## config.mk

```make
export PLATFORM = sky130hd
export DESIGN_NAME = cos_job_scheduler
export DESIGN_NICKNAME = d
export VERILOG_FILES = /design/src/rtl/cos_job_scheduler.sv
export SDC_FILE = /design/constraint.sdc
export NUM_CORES = 1
export LEC_CHECK = 0
export ABC_AREA = 0
export CAP_MARGIN = 15
export CELL_PAD_IN_SITES_DETAIL_PLACEMENT = 1
export CELL_PAD_IN_SITES_GLOBAL_PLACEMENT = 2
export CORE_MARGIN = 10
export CORE_UTILIZATION = 25
export DETAILED_ROUTE_END_ITERATION = 8
export PLACE_DENSITY = 0.79
export SYNTH_ARGS = -nofsm -noshare
export SYNTH_HDL_FRONTEND = slang
export SYNTH_SLANG_ARGS = --single-unit
```

## constraint.sdc

```tcl
create_clock -name clk -period 2.02 [get_ports clk]
set_clock_uncertainty 0.05 [all_clocks]
set_input_delay 0.303 -clock clk [delete_from_list [all_inputs] [get_ports clk]]
set_output_delay 0.303 -clock clk [all_outputs]
set_load 0.1 [all_outputs]
```

## src/rtl/cos_job_scheduler.sv

```systemverilog
// cos_job_scheduler: shares one cosine accelerator between two requesters.
// Round-robin arbitration, start/done sequencing of the core with a per-job
// timeout, and a single tagged valid/ready response channel.
module cos_job_scheduler #(
  parameter int TIMEOUT = 64,
  parameter int CNTW    = 8
) (
  input  logic            clk,
  input  logic            rst,
  input  logic            r0_valid,
  output logic            r0_ready,
  input  logic [15:0]     r0_xin,
  input  logic [7:0]      r0_yin,
  input  logic            r1_valid,
  output logic            r1_ready,
  input  logic [15:0]     r1_xin,
  input  logic [7:0]      r1_yin,
  output logic            eng_start,
  output logic [15:0]     eng_xin,
  output logic [7:0]      eng_yin,
  input  logic            eng_done,
  input  logic [15:0]     eng_cosx,
  output logic            rsp_valid,
  input  logic            rsp_ready,
  output logic            rsp_id,
  output logic [15:0]     rsp_cosx,
  output logic            rsp_err,
  output logic            busy,
  output logic [CNTW-1:0] err_cnt
);

  localparam int            TW    = $clog2(TIMEOUT);
  localparam logic [TW-1:0] TLAST = TW'(TIMEOUT - 1);

  typedef enum logic [1:0] {
    S_IDLE  = 2'd0,
    S_ISSUE = 2'd1,
    S_WAIT  = 2'd2,
    S_RESP  = 2'd3
  } state_t;

  state_t          state_q, state_d;
  logic            last_grant_q, last_grant_d;
  logic            eng_start_q, eng_start_d;
  logic [15:0]     xin_q, xin_d;
  logic [7:0]      yin_q, yin_d;
  logic            id_q, id_d;
  logic            rsp_valid_q, rsp_valid_d;
  logic [15:0]     cosx_q, cosx_d;
  logic            err_q, err_d;
  logic [CNTW-1:0] err_cnt_q, err_cnt_d;
  logic [TW-1:0]   timer_q, timer_d;
  logic            grant;
  logic            accept;

  // Round-robin grant: a lone requester wins, on a tie the one not served last wins.
  always_comb begin
    grant    = r1_valid && !(r0_valid && last_grant_q);
    r0_ready = (state_q == S_IDLE) && !grant && r0_valid;
    r1_ready = (state_q == S_IDLE) && grant && r1_valid;
    accept   = r0_ready || r1_ready;
  end

  // Next-state and datapath capture for the IDLE/ISSUE/WAIT/RESP sequence.
  always_comb begin
    state_d      = state_q;
    last_grant_d = last_grant_q;
    eng_start_d  = 1'b0;
    xin_d        = xin_q;
    yin_d        = yin_q;
    id_d         = id_q;
    rsp_valid_d  = rsp_valid_q;
    cosx_d       = cosx_q;
    err_d        = err_q;
    err_cnt_d    = err_cnt_q;
    timer_d      = timer_q;
    case (state_q)
      S_IDLE: begin
        if (accept) begin
          xin_d        = grant ? r1_xin : r0_xin;
          yin_d        = grant ? r1_yin : r0_yin;
          id_d         = grant;
          last_grant_d = grant;
          eng_start_d  = 1'b1;
          state_d      = S_ISSUE;
        end
      end
      S_ISSUE: begin
        timer_d = '0;
        state_d = S_WAIT;
      end
      S_WAIT: begin
        timer_d = timer_q + 1'b1;
        // A completion on the expiry cycle still counts as a good result.
        if (eng_done) begin
          cosx_d      = eng_cosx;
          err_d       = 1'b0;
          rsp_valid_d = 1'b1;
          state_d     = S_RESP;
        end else if (timer_q == TLAST) begin
          cosx_d      = '0;
          err_d       = 1'b1;
          rsp_valid_d = 1'b1;
          if (err_cnt_q != '1) begin
            err_cnt_d = err_cnt_q + 1'b1;
          end
          state_d     = S_RESP;
        end
      end
      S_RESP: begin
        if (rsp_ready) begin
          rsp_valid_d = 1'b0;
          state_d     = S_IDLE;
        end
      end
      default: state_d = S_IDLE;
    endcase
  end

  // State and output registers; reset drops any in-flight job.
  always_ff @(posedge clk or negedge rst) begin
    if (!rst) begin
      state_q      <= S_IDLE;
      last_grant_q <= 1'b1;
      eng_start_q  <= 1'b0;
      xin_q        <= '0;
      yin_q        <= '0;
      id_q         <= 1'b0;
      rsp_valid_q  <= 1'b0;
      cosx_q       <= '0;
      err_q        <= 1'b0;
      err_cnt_q    <= '0;
      timer_q      <= '0;
    end else begin
      state_q      <= state_d;
      last_grant_q <= last_grant_d;
      eng_start_q  <= eng_start_d;
      xin_q        <= xin_d;
      yin_q        <= yin_d;
      id_q         <= id_d;
      rsp_valid_q  <= rsp_valid_d;
      cosx_q       <= cosx_d;
      err_q        <= err_d;
      err_cnt_q    <= err_cnt_d;
      timer_q      <= timer_d;
    end
  end

  assign eng_start = eng_start_q;
  assign eng_xin   = xin_q;
  assign eng_yin   = yin_q;
  assign rsp_valid = rsp_valid_q;
  assign rsp_id    = id_q;
  assign rsp_cosx  = cosx_q;
  assign rsp_err   = err_q;
  assign busy      = (state_q != S_IDLE);
  assign err_cnt   = err_cnt_q;

endmodule

```

# --- After elaboration in Yosys (flattened, before gate mapping) ---
# Index checks and enable logic that the tools add are counted.
classes:
  n_eq_ne: 8
  reduce_logical: 19
  muxes: 17
  n_addsub: 2
  n_bitwise: 1
op_table:
  columns: ["cell", "count"]
  rows:
  - ["$mux W16", 3]
  - ["$pmux W6 S2", 1]
  - ["$add A8 B1 Y8 const B", 1]
  - ["$mux W2", 4]
  - ["$mux W8", 1]
  - ["$ne A8 B8 Y1 const B", 1]
  - ["$pmux W2 S4", 1]
  - ["$reduce_bool A2 Y1", 4]
  - ["$add A6 B1 Y6 const B", 1]
  - ["$eq A6 B6 Y1 const B", 1]
  - ["$logic_and A1 B1 Y1", 6]
  - ["$mux W1", 6]
  - ["$reduce_and A3 Y1", 2]
  - ["$eq A2 B2 Y1 const B", 2]
  - ["$ne A2 B2 Y1 const B", 2]
  - ["$reduce_and A2 Y1", 2]
  - ["$reduce_and A4 Y1", 1]
  - ["$ne A3 B3 Y1 const B", 1]
  - ["$eq A2 B1 Y1 const B", 1]
  - ["$logic_not A1 Y1", 2]
  - ["$logic_not A2 Y1", 1]
  - ["$pmux W1 S2", 1]
  - ["$logic_or A1 B1 Y1", 1]
  - ["$not A1 Y1", 1]
word_totals:
  inputBits: 70
  register_bits: 61
  output_inout_bits: 55
  elab_cells: 58

# --- Depth between registers and ports, before layout ---
depth:
  word_depth: 9
  mapped_depth: 7
  depth_no_buf: 6

# --- Worst setup path before layout ---
# Ideal clock, no wire load.
synth_timing:
  path_type: "register to output"
  start: "register last_grant_q"
  end: "output port r0_ready"
  t_arrival_ns: 2.189
  required_time_ns: 1.667
  path_stages_with_launch: 5
  path_buffers: 2
  path_slack_ns: -0.522
  path_cell_list: "dfstp_2 a21boi_1 buf_2 buf_4 nor2_1"
synth_between:
  elab_chain_cells: 6
synth_rtl:
  columns: ["element", "line_no", "text"]
  rows:
  - ["start, declared", "43", "logic last_grant_q, last_grant_d;"]
  - ["start signal, assigned", "136", "last_grant_q <= last_grant_d;"]
  - ["$logic_and A1 B1 Y1", "58", "grant = r1_valid && !(r0_valid && last_grant_q);"]
  - ["$logic_not A1 Y1", "58", null]
  - ["$logic_and A1 B1 Y1", "58", null]
  - ["$logic_not A1 Y1", "59", "r0_ready = (state_q == S_IDLE) && !grant && r0_valid;"]
  - ["$logic_and A1 B1 Y1 (2 in a row)", "59", null]
  - ["end, declared", "11", "output logic r0_ready,"]
# No other way between the ends.

# --- Worst setup path after layout ---
layout_timing:
  start: "register state_q[1]"
  end: "output port r0_ready"
layout_between:
  elab_chain_cells: 3
layout_rtl:
  columns: ["element", "line_no", "text"]
  rows:
  - ["start, declared", "42", "state_t state_q, state_d;"]
  - ["start signal, assigned", "135", "state_q <= state_d;"]
  - ["$logic_not A2 Y1", "59", null]
  - ["$logic_and A1 B1 Y1 (2 in a row)", "59", null]
# No other way between the ends.

==> summary.txt <==
Synth
  – Number of flops mapped to enable cells by yosys: 0
  – Post-Synthesis Cells: between 200 and 250
  – Syn Area/Cell: 11.4 um2
  – Post-synth top area share: 54.3%
  – Most common cell in the netlist: dfrtp_1
  – Mapped Area: 0.00277 mm2
  – Seq/Total Area, Yosys: 55.2%
  – Synth Flop Type: dfrtp_1
  – Yosys top cell by area: dfrtp_1
  – Synthesized flop and latch total: 61
  – Synth warn: 0
  – Yosys cell types: 39
  – Syn_nets: 318
  – Async SR Flop Fraction: 100%
  – Commonest cells in the netlist: 60 x dfrtp_1, 30 x nand2_1, 26 x mux2i_1, 26 x o21ai_1, 16 x a22o_1
  – Main area contributors after synthesis: dfrtp_1 54%, mux2i_1 9.4%, a22o_1 5.1%

Setup path
  – CP Capture Type: output port
  – R2r worst-path depth: 6
  – Reg2Reg Setup Slack: approximately 150 ps
  – Max stage delay on crit path: 410 ps
  – Slowest cell on crit path: dfrtp_1
  – Startpoint types: flip-flop
  – Setup CP Type: flip-flop to output port
  – Crit path arrival time: 1540 ps
  – Worst reg2reg endpoint: err_cnt[1]
  – Worst-path cell chain: inv_1 -> ha_2 -> buf_4 -> nand2_1 -> nor2_4 -> buf_12
  – Worst EP required: 1670 ps
  – Crit Path Max Fanout: 3
  – Worst R2R Start: state_q[1]

Place
  – Placed Area: 0.00416 mm2
  – Pre-CTS setup slack: 149 ps
  – RePlAce Congestion: 0.710
  – Final HPWL DP: 6700 um
  – # port buffers: 124

Drt
  – Final WL: 8630 um
  – Vias: 2322
  – Iter 0 DRT Violations: 55
  – Detail Route Antenna Nets: 0
  – Post-DR wirelength/cell: around 17 um
  – Drt first pass iters: 4
  – Drt drc: 0
  – DR vias/cell: between 4 and 5

Clock tree
  – CTS tree: built
  – Htree depth: 3
  – Max clock buf depth: 2
  – CTS sink cnt: 61
  – Latest clock arrival within the worst-skew pair: 340 ps
  – Total CTS buffers: 9
  – Clock-pin slew on the worst setup and hold paths: ~70 ps
  – Clk Tree Root Cell: clkbuf_8

Layout
  – Final #Nets: 454
  – Final Cell Area: approximately 0.0044 mm2
  – Area grow syn2layout: 57.6%
  – Share of post-route cells with drive strength above 1: 27.7%
  – Antenna diodes: 0
  – FILL cells: 1208

STA
  – Fin. Hold Viols: 0
  – Final setup fails: 0
  – Maximum clock rate: about 530 MHz
  – Worst slew margin: 68.2%
  – Minimum clock period: between 1500 and 2000 ps
  – Worst-Margin Slew: 475 ps
  – Setup WS post-layout: 127 ps
  – Final Max Slew Viols: 0
  – Fin crit share: between 90 and 100%

GRT
  – Pin count of the biggest net entering global routing: between 60 and 70
  – Vias in the first global route: between 2000 and 3000
  – Global router's overall resource usage: 11.0%
  – Global-route wire length before repair: around 14000 um
  – Initial antenna violation count: 0
  – Gr ovfl total: 0

Floorplan
  – Die H: approximately 130 um
  – Ports: between 100 and 150
  – Die X: 125 um
  – Initial Utilization: between 20% and 30%
  – Die footprint: 0.0157 mm2
  – # rows: 38
  – Placeable Area: 0.0108 mm2

Hold path
  – HP Start: eng_xin[8]
  – Worst hold path class: flip-flop to flip-flop
  – Hold-critical path endpoint: eng_xin[8]
  – Hold depth: 2

Job
  – # Max-Cap Violations: 0

Status
  – Status: finished clean
==> layout by cell type (no fill, tap or decap), types with 6 or more instances in the layout <==
master and instances:
a22o_1 16, buf_12 6, buf_4 62, clkbuf_8 11, clkdlybuf4s50_1 68, dfrtp_1 53
dfrtp_2 7, inv_1 6, mux2i_1 26, nand2_1 30, nand3_1 7, nor2_1 6
o21ai_1 25, xor2_1 7
==> per-layer routing <==
| layer | track usage, % | vias up | share of wire [%] |
|---|---|---|---|
| li1 | - | 1123 | - |
| met1 | 13.7 | 1115 | 44 |
| met2 | 17.0 | 79 | 47 |
| met3 | 4.99 | 5 | 7.5 |
| met4 | 3.05 | 0 | 0.80 |
| met5 | 0 | - | 0 |
==> worst max-delay path, delay by kind of cell, from the launching register on <==
| kind | cells | cell delay, ps |
|---|---|---|
| adder cells (fa/ha/maj) | 1 | 190 |
| buffers and inverters | 3 | 400 |
| flip-flops | 1 | 410 |
| AND/OR/NAND/NOR | 2 | 200 |
==> stage by stage <==
stage	hold WS [ps]	setup TNS, ps	std cells	util (%)
floorplan	-42.6	0	242	-
global placement	295	0	504	38.4
finish	437	0	523	40.2
detailed placement	298	0	504	38.4
global route	464	-4.38	523	40.2
CTS	441	0	521	40.1
==> cells by family (layout without fill, tap and decap cells) <==
family          count (synthesis)  after routing  share of synthesized area, %
compound gates                 58             58                          14.7
xor+xnor                        8              8                          2.53
fa+ha+maj                       6              6                          2.71
buf+inv                        22            163                          4.03
flops                          61             61                          55.2
mux                            28             28                          10.4
simple gates                   59             59                          10.4
==> worst max-delay path by stage <==
stage | start | end
after floorplan | err_cnt[7] | err_cnt[1]
after global placement | r1_valid | r1_ready
after detailed placement | r1_valid | r1_ready
after CTS | state_q[1] | r1_ready
after global routing | state_q[1] | r0_ready
final | state_q[1] | r0_ready
==> flip-flops by register name (all words and copies together), names as in the netlist <==
signal        count
rsp_valid         1
err_cnt           8
rsp_id            1
timer_q           6
eng_xin          16
state_q           2
eng_start         1
rsp_err           1
eng_yin           8
last_grant_q      1
rsp_cosx         16
==> what timing repair did <==
| item | CTS | global route |
|---|---|---|
| resized for setup | 1 | 2 |
| endpoints found under the hold margin | 60 | 0 |
| hold buffers | 1 | 0 |
| setup buffers | 0 | 2 |
| setup endpoints to repair | 1 | 2 |
==> final cells by class <==
type / count / area [um2] / area share, %
multi-input combinational: 159 / 1160 / 26.6
timing repair buffer: 138 / 1280 / 29.4
inverter: 9 / 33.8 / 0.775
tap: 140 / 175 / 4.02
clock buffer: 14 / 163 / 3.73
sequential: 61 / 1540 / 35.2
clock inverter: 2 / 10.0 / 0.230
Power is left out: the tool's default activity adds up to more than one toggle a clock period on the data nets, which glitch-free logic cannot reach.
